===== config.mk =====
export PLATFORM = sky130hd
export DESIGN_NAME = fft_frame_sequencer
export DESIGN_NICKNAME = d
export VERILOG_FILES = /design/src/rtl/fft_frame_sequencer.sv
export SDC_FILE = /design/constraint.sdc
export NUM_CORES = 1
export LEC_CHECK = 0
export BUFFER_PORTS_ARGS = -buffer_cell sky130_fd_sc_hd__buf_2
export CORE_MARGIN = 1
export CORE_UTILIZATION = 52
export DETAILED_ROUTE_END_ITERATION = 6
export PLACE_DENSITY = 0.69
export SETUP_SLACK_MARGIN = 0.15
export SYNTH_ARGS = -nofsm -noshare
export SYNTH_HDL_FRONTEND = slang
export SYNTH_SLANG_ARGS = --single-unit
export TNS_END_PERCENT = 10

===== constraint.sdc =====
create_clock -name CLK -period 9.2 [get_ports CLK]
set_clock_uncertainty 0.2 [all_clocks]
set_input_delay 1.38 -clock CLK [delete_from_list [all_inputs] [get_ports CLK]]
set_output_delay 1.38 -clock CLK [all_outputs]
set_load 0.01 [all_outputs]

===== src/rtl/fft_frame_sequencer.sv =====
// rtl/fft_frame_sequencer.sv - FFT front-end scheduler: beat FIFO plus burst/gap frame sequencer
// Optional FRAME_STATS_EN adds the frames_done and aborted status outputs.
module fft_frame_sequencer #(
  parameter int WIDTH       = 8,
  parameter int FRAME_BEATS = 8,
  parameter int GAP         = 9,
  parameter int DEPTH       = 16
) (
  input  logic             CLK,
  input  logic             RST,
  input  logic             ce,
  input  logic             flush,
  input  logic             in_valid,
  output logic             in_ready,
  input  logic [WIDTH-1:0] in_ar,
  input  logic [WIDTH-1:0] in_ai,
  input  logic [WIDTH-1:0] in_br,
  input  logic [WIDTH-1:0] in_bi,
  output logic             valid_a,
  output logic [WIDTH-1:0] ar,
  output logic [WIDTH-1:0] ai,
  output logic             valid_b,
  output logic [WIDTH-1:0] br,
  output logic [WIDTH-1:0] bi,
  output logic             frame_start,
  output logic             busy
`ifdef FRAME_STATS_EN
  ,
  output logic [15:0]      frames_done,
  output logic             aborted
`endif
);

  localparam int AW = $clog2(DEPTH);
  localparam int CW = AW + 1;
  localparam int BW = $clog2(FRAME_BEATS);
  localparam int GW = $clog2(GAP + 1);
  localparam logic [CW-1:0] FB_CNT    = CW'(FRAME_BEATS);
  localparam logic [CW-1:0] FULL_CNT  = CW'(DEPTH);
  localparam logic [BW-1:0] LAST_BEAT = BW'(FRAME_BEATS - 1);
  localparam logic [GW-1:0] LAST_GAP  = GW'(GAP - 1);

  typedef enum logic [1:0] {S_IDLE, S_BURST, S_GAP} state_t;

  state_t             state_q, state_d;
  logic [BW-1:0]      beat_q, beat_d;
  logic [GW-1:0]      gap_q, gap_d;
  logic [CW-1:0]      count_q, count_d;
  logic [AW-1:0]      wr_q, rd_q;
  logic [4*WIDTH-1:0] mem_q [DEPTH];
  logic [4*WIDTH-1:0] data_q;
  logic               valid_q, start_q;
  logic               push, pop, first;

  assign in_ready    = (count_q < FULL_CNT);
  assign push        = in_valid && in_ready && !flush;
  assign valid_a     = valid_q;
  assign valid_b     = valid_q;
  assign {ar, ai, br, bi} = data_q;
  assign frame_start = start_q;
  assign busy        = (state_q != S_IDLE);

  // A frame only starts with all of its beats already buffered, so BURST never underflows.
  always_comb begin
    state_d = state_q;
    beat_d  = beat_q;
    gap_d   = gap_q;
    pop     = 1'b0;
    first   = 1'b0;
    if (flush) begin
      beat_d  = '0;
      gap_d   = '0;
      state_d = (state_q == S_IDLE) ? S_IDLE : S_GAP;
    end else if (ce) begin
      case (state_q)
        S_IDLE: begin
          if (count_q >= FB_CNT) begin
            pop     = 1'b1;
            first   = 1'b1;
            beat_d  = BW'(1);
            state_d = S_BURST;
          end
        end
        S_BURST: begin
          pop   = 1'b1;
          first = (beat_q == '0);
          if (beat_q == LAST_BEAT) begin
            beat_d  = '0;
            state_d = S_GAP;
          end else begin
            beat_d = beat_q + BW'(1);
          end
        end
        S_GAP: begin
          if (gap_q == LAST_GAP) begin
            gap_d   = '0;
            state_d = (count_q >= FB_CNT) ? S_BURST : S_IDLE;
          end else begin
            gap_d = gap_q + GW'(1);
          end
        end
        default: state_d = S_IDLE;
      endcase
    end
  end

  always_comb begin
    count_d = count_q;
    if (flush) count_d = '0;
    else       count_d = count_q + CW'(push) - CW'(pop);
  end

  always_ff @(posedge CLK or negedge RST) begin
    if (!RST) begin
      state_q <= S_IDLE;
      beat_q  <= '0;
      gap_q   <= '0;
      count_q <= '0;
      wr_q    <= '0;
      rd_q    <= '0;
    end else begin
      state_q <= state_d;
      beat_q  <= beat_d;
      gap_q   <= gap_d;
      count_q <= count_d;
      if (flush) begin
        wr_q <= '0;
        rd_q <= '0;
      end else begin
        if (push) wr_q <= wr_q + AW'(1);
        if (pop)  rd_q <= rd_q + AW'(1);
      end
    end
  end

  always_ff @(posedge CLK) begin
    if (push) mem_q[wr_q] <= {in_ar, in_ai, in_br, in_bi};
  end

  // Data registers only load on a pop, so they hold the last beat between frames.
  always_ff @(posedge CLK or negedge RST) begin
    if (!RST) begin
      valid_q <= 1'b0;
      start_q <= 1'b0;
      data_q  <= '0;
    end else if (flush) begin
      valid_q <= 1'b0;
      start_q <= 1'b0;
    end else if (ce) begin
      valid_q <= pop;
      start_q <= first;
      if (pop) data_q <= mem_q[rd_q];
    end
  end

`ifdef FRAME_STATS_EN
  logic [15:0] frames_q;
  logic        aborted_q;
  logic        last;

  assign last        = pop && (state_q == S_BURST) && (beat_q == LAST_BEAT);
  assign frames_done = frames_q;
  assign aborted     = aborted_q;

  always_ff @(posedge CLK or negedge RST) begin
    if (!RST) begin
      frames_q  <= '0;
      aborted_q <= 1'b0;
    end else begin
      if (last && frames_q != 16'hFFFF) frames_q <= frames_q + 16'd1;
      if (flush && state_q == S_BURST)  aborted_q <= 1'b1;
    end
  end
`endif

endmodule

== Yosys cells after proc, flatten, opt, wreduce, memory -nomap -nowiden ==
Memory sizes are Yosys's and may differ from the RTL's. A register that Yosys moved wholly into a read port is not among the register bits.
Cells that the tools add are included.
Word-level totals
  register bits after elaboration: 24
  RAM bits: 512
  input port bits: 37
  output and inout port bits: 37
  memories: 1
Memories
  mem_q: words 16, bits a word 32, read ports 1, clocked after memory_dff 1, write ports 1, RTL line 50  | logic [4*WIDTH-1:0] mem_q [DEPTH];
Operators by class
  add/subtract/negate cells: 6
  magnitude comparators: 2
  equality and inequality tests: 7
  multiplexer cells: 33
  bitwise logic cells: 1
  reduce and logical (&&, ||, !) cells: 16
Operators by type and width (count)
  4-bit 2-to-1 mux: 8
  4-bit by 1-bit adder with 4-bit output (second input constant): 3
  2-bit 2-to-1 mux: 6
  3-bit 2-to-1 mux: 4
  1-bit 2-to-1 mux: 10
  2-bit nonzero test: 5
  3-bit != test (second input constant): 2
  2-bit one-hot mux with 3 select lines: 1
  3-bit one-hot mux with 2 select lines: 1
  3-bit AND reduction: 2
  5-bit by 1-bit adder with 5-bit output: 1
  5-bit by 4-bit >= comparator with 1-bit output (second input constant): 1
  5-bit less-than comparator (second input constant): 1
  5-bit 2-to-1 mux: 1
  5-bit by 1-bit subtractor with 5-bit output: 1
  4-bit equality test (second input constant): 1
  1-bit one-hot mux with 2 select lines: 2
  4-bit AND reduction: 1
  3-bit by 1-bit adder with 3-bit output (second input constant): 1
  3-bit equality test (second input constant): 1
  3-bit logical NOT: 1
  3-bit by 2-bit != test with 1-bit output (second input constant): 1
  3-bit nonzero test: 1
  2-bit by 1-bit equality test with 1-bit output (second input constant): 1
  6 further kinds: 8

== Longest topological paths before layout ==
  depth in word-level cells: 7
  gate-level depth with buffers: 15
  mapped depth without buffers: 13

== Least setup slack after synthesis ==
OpenSTA, ideal clock, no wires.
  kind: in2reg
  from: input flush
  to: memory mem_q[1][0] (netlist bit) (enable)
  arrival: 4846 ps
  required time: 8499 ps
  slack: 3652 ps
  stages on the path: 4
  buffers on the path: 1
  path through: clkbuf_1 > inv_1 > nand2_1 > nor4_1
Between the ends
  word-level cells in the longest chain between the ends: 4
RTL lines
  start, declared: RTL line 12  | input logic flush,
  1-bit logical NOT: RTL line 56  | assign push = in_valid && in_ready && !flush;
  1-bit logical AND: RTL line 56
  1-bit 2-to-1 mux: RTL line 137  | if (push) mem_q[wr_q] <= {in_ar, in_ai, in_br, in_bi};
  1-bit 2-to-1 mux (not written as such): RTL line 137
  end, declared: RTL line 50
No other way between the ends.

== Final worst setup path ==
  from: input flush
  to: register count_q[4]
Between the ends
  word-level cells in the longest chain between the ends: 5
RTL lines
  1-bit logical NOT: RTL line 56
  1-bit logical AND: RTL line 56
  5-bit by 1-bit adder with 5-bit output: RTL line 110  | else count_d = count_q + CW'(push) - CW'(pop);
  5-bit by 1-bit subtractor with 5-bit output: RTL line 110
  5-bit 2-to-1 mux (*): RTL line 109  | if (flush) count_d = '0;
  named net count_d[4]: RTL line 48  | logic [CW-1:0] count_q, count_d;
  end signal, assigned: RTL line 125  | count_q <= count_d;
  end, declared: RTL line 48
Mark *: on every way through the listed nets, which the timed path passes. The rest lies on a longest branch.
A chain may end at the register's enable or synchronous reset.

==> summary.md <==
| Metric | Value |
|---|---|
| Status | `finished, final reports clean` |
| Register share of total power | `between 50% and 60%` |
| Initial core utilization | `a little over half` |
| Largest net degree at the start of global routing | `65` |
| Fmax | `0.295 GHz` |
| Routed length per instance | `approximately 26 um` |
| Clock transition at the registers of the reported paths | `~0.060 ns` |
| CTS tree | `built` |
| Post-synthesis cell area | `between 0.02 and 0.025 mm^2` |
| Worst-Skew Late Latency | `a little under 0.6 ns` |
| Required @ worst endpoint | `9.45 ns` |
| Die height | `about 210 um` |
| Setup Crit Path Kind | `in2reg` |
| FF+latch count, synth | `about 570` |
| Maximum vdd drop | `between 0.0001 and 0.00015 V` |
| Clk pwr share | `36.2%` |
| Vias in the first global route | `roughly 11000` |
| Register area | `between 0.015 and 0.02 mm^2` |
| First-pass GRT wire length | `between 60 and 70 mm` |
| Worst R2R Setup Slack | `~5.8 ns` |
| Post-Syn Instances | `between 1000 and 1500` |
| I/O pins | `between 70 and 80` |
| H-tree level count | `2` |
| Slew @ Worst Pin | `approximately 1.1 ns` |
| Sink Count | `~570` |
| Starting DRT DRC Count | `~910` |
| Final setup TNS | `0 ns` |
| Post-DR vias/cell | `just over 6` |
| DRC | `0` |
| Final Hold Fails | `0` |
| DRT Pass-1 Iters | `5` |
| Slew headroom | `about a quarter` |
| Crit path launch | `flush` |
| Hold depth | `2` |
| Logic pwr share | `between 10 and 15%` |
| Detail Route Antenna Nets | `0` |
| Die ar. | `0.0437 mm^2` |
| Initial antenna violation count | `0` |
| Post-synthesis sequential area ratio | `about three quarters` |
| WL final | `between 40 and 50 mm` |
| Synthesized area per cell | `~22 um^2` |
| Hold_ws | `around 0.33 ns` |
| Core Footprint | `~0.042 mm^2` |
| Post-CTS resize count | `0` |
| Cell row count | `75` |
| Crit share post-route | `~37%` |
| Number of flops mapped to enable cells by yosys | `512` |
| Fin cells | `roughly 1700` |
| Area occupied by multi-input gates | `0.00517 mm^2` |
| Commonest cells after routing, fill and taps aside | `edfxtp_1 (512), mux4_2 (96), buf_2 (73), clkbuf_16 (55), dfrtp_1 (53)` |
| Commonest non-fill, non-tap cell in the layout | `edfxtp_1` |
| R2r startpoint | `rd_q[1]$_DFFE_PN0P_` |
| RSZ-0062 raised after global routing | `false` |
| Routability congestion estimate | `0.733` |
| Sw Share | `about 24%` |
| Detailed-route via count | `approximately 10000` |
| CTS Root Cell | `clkbuf_16` |
| Port Buffers | `73` |
| Hold buffers post-CTS | `0` |
| Final Max Slew Viols | `0` |
| DIE WIDTH | `209 um` |
| Worst Hold Launch | `frame_start$_DFFE_PN0P_` |
| R2R cell count | `5` |
| Setup crit end kind | `register` |
| Area grow syn2layout | `12.2%` |
| Worst min-delay path endpoint | `frame_start$_DFFE_PN0P_` |
| Critical path launch point type | `primary input` |
| Layout cells sized above 1 | `a little under a third` |
| # setup viols final | `0` |
| Number of buffers created by CTS | `54` |
| Mapped Nets | `1087` |
| Largest fanout on the critical path | `27` |
| Setup Fix Bufs, Post-CTS | `0` |
| Total GRT Usage | `a little over a fifth` |
| Post-synth ARST share | `roughly a tenth` |
| Global route total overflow | `0` |
| Hold Crit Class | `reg2reg` |
| Distinct cells, synth | `47` |
| Most used DFF post-synth | `edfxtp_1` |
| Switching Power | `0.00143 W` |
| Power per cell area | `roughly 240 mW/mm^2` |
| Clk buf depth | `3` |
| Final min period | `about 3.4 ns` |
| Leakage power | `approximately 8 nW` |
| Final #Nets | `about 1200` |
| Inserted Diodes | `0` |
| Warnings from Yosys | `0` |
| Pint | `around 0.0045 W` |
| Crit path arrival time | `3.63 ns` |
| FILL cells | `roughly 3000` |
| DP Cell Count | `about 1600` |
| Reg2reg end | `data_q[18]$_DFFE_PN0P_` |
| DP HPWL | `23.1 mm` |
| Max_cap viols | `0` |
[layout make-up]
| cell class | instances | share of cell area, % |
|---|---|---|
| flip-flops and latches | 568 | 67.2 |
| multi-input cells | 390 | 20.7 |
| clock buffers | 75 | 6.09 |
| well taps | 539 | 2.70 |
| repair buffers | 103 | 2.36 |
| clock inverters | 26 | 0.746 |
| inverters | 17 | 0.255 |
[critical path, cell delays in order]
cell,delay (ns)
buf_2,0.39
inv_1,0.26
o211a_4,0.20
ha_1,0.26
inv_1,0.05
ha_1,0.15
inv_1,0.06
fa_1,0.40
nor2b_1,0.18
o21a_1,0.14
or3_1,0.09
a21oi_1,0.05
[cell families (layout without fill, tap and decap cells)]
| logic type | count (synthesis) | after routing | synth area share (%) |
|---|---|---|---|
| AO/OA/AOI/OAI | 123 | 123 | 4.18 |
| XOR/XNOR | 6 | 6 | 0.236 |
| adder cells (fa/ha/maj) | 18 | 18 | 1.04 |
| buffers and inverters | 74 | 221 | 2.03 |
| flip-flops | 568 | 568 | 75.3 |
| multiplexers | 164 | 164 | 15.4 |
| AND/OR/NAND/NOR | 79 | 79 | 1.84 |
[flip-flops by register name, summed over array words and instances, names as in the netlist]
signal and count:
beat_q 3, count_q 5, data_q 32, frame_start 1, gap_q 4, mem_q 512
rd_q 4, state_q 2, valid_a 1, wr_q 4
[metrics by stage]
stage / worst slack (ns) / utilization, % / area (um^2) / total power [W]
floorplan: 3.65 / - / 22300 / 0.00356
CTS: 5.75 / 59.3 / 25000 / 0.00596
global route: 5.54 / 59.3 / 25000 / 0.00612
global placement: 5.28 / 55.3 / 23300 / 0.00381
finish: 5.82 / 59.3 / 25000 / 0.00590
detailed placement: 5.20 / 55.3 / 23300 / 0.00383
[metal layers]
layer / up-vias / share of wire, % / global-route usage [%] / wire length [um]
met3: 60 / 4.8 / 2.86 / 2110
met2: 264 / 49 / 34.4 / 21900
met5: - / 0 / 0 / 0
met4: 0 / 1.8 / 5.68 / 796
met1: 5590 / 44 / 30.3 / 19500
li1: 4505 / - / - / -
[power by group through the flow]
stage | clock network (W) | registers, W | logic (W)
6_report | 0.00214 | 0.00303 | 0.000732
5_1_grt | 0.00227 | 0.00305 | 0.000799
4_1_cts | 0.00218 | 0.00304 | 0.000741
3_5_place_dp | 0 | 0.00309 | 0.000736
3_3_place_gp | 0 | 0.00309 | 0.000722
2_1_floorplan | 0 | 0.00309 | 0.000470
[how the worst max path moves through the flow]
| stage | endpoint | cells past startpoint | slack [ns] |
|---|---|---|---|
| final | count_q[4]$_DFF_PN0_ | 12 | 5.82 |
| after global routing | data_q[13]$_DFFE_PN0P_ | 5 | 5.54 |
| after CTS | data_q[18]$_DFFE_PN0P_ | 5 | 5.75 |
| after detailed placement | count_q[4]$_DFF_PN0_ | 12 | 5.20 |
| after global placement | count_q[4]$_DFF_PN0_ | 12 | 5.28 |
| after floorplan | mem_q[1][0]$_DFFE_PP_ | 4 | 3.65 |
[cells in the mapped netlist (2+ instances only)]
library cell | count | share of area, %
buf_4 | 4 | 0.13
or3_1 | 3 | 0.084
buf_12 | 8 | 0.72
buf_1 | 6 | 0.10
buf_2 | 17 | 0.38
edfxtp_1 | 512 | 69
o21ai_0 | 7 | 0.16
dfrtp_1 | 56 | 6.3
o22ai_1 | 33 | 0.93
nand2_1 | 15 | 0.25
a21oi_1 | 42 | 0.94
mux4_2 | 96 | 9.7
o22ai_2 | 31 | 1.7
mux2i_1 | 4 | 0.18
o211ai_1 | 2 | 0.067
nor2b_1 | 7 | 0.20
ha_1 | 17 | 0.95
mux4_1 | 32 | 3.8
mux2_4 | 5 | 0.34
nor3_1 | 8 | 0.18
inv_1 | 17 | 0.29
clkbuf_1 | 21 | 0.35
nor2_1 | 25 | 0.42
mux2_2 | 27 | 1.4
nand2b_1 | 8 | 0.22
nand3_1 | 2 | 0.045
xor2_1 | 5 | 0.20
and3b_1 | 2 | 0.079
or2_2 | 2 | 0.056
Note: power is estimated with default switching activity, not from simulation.
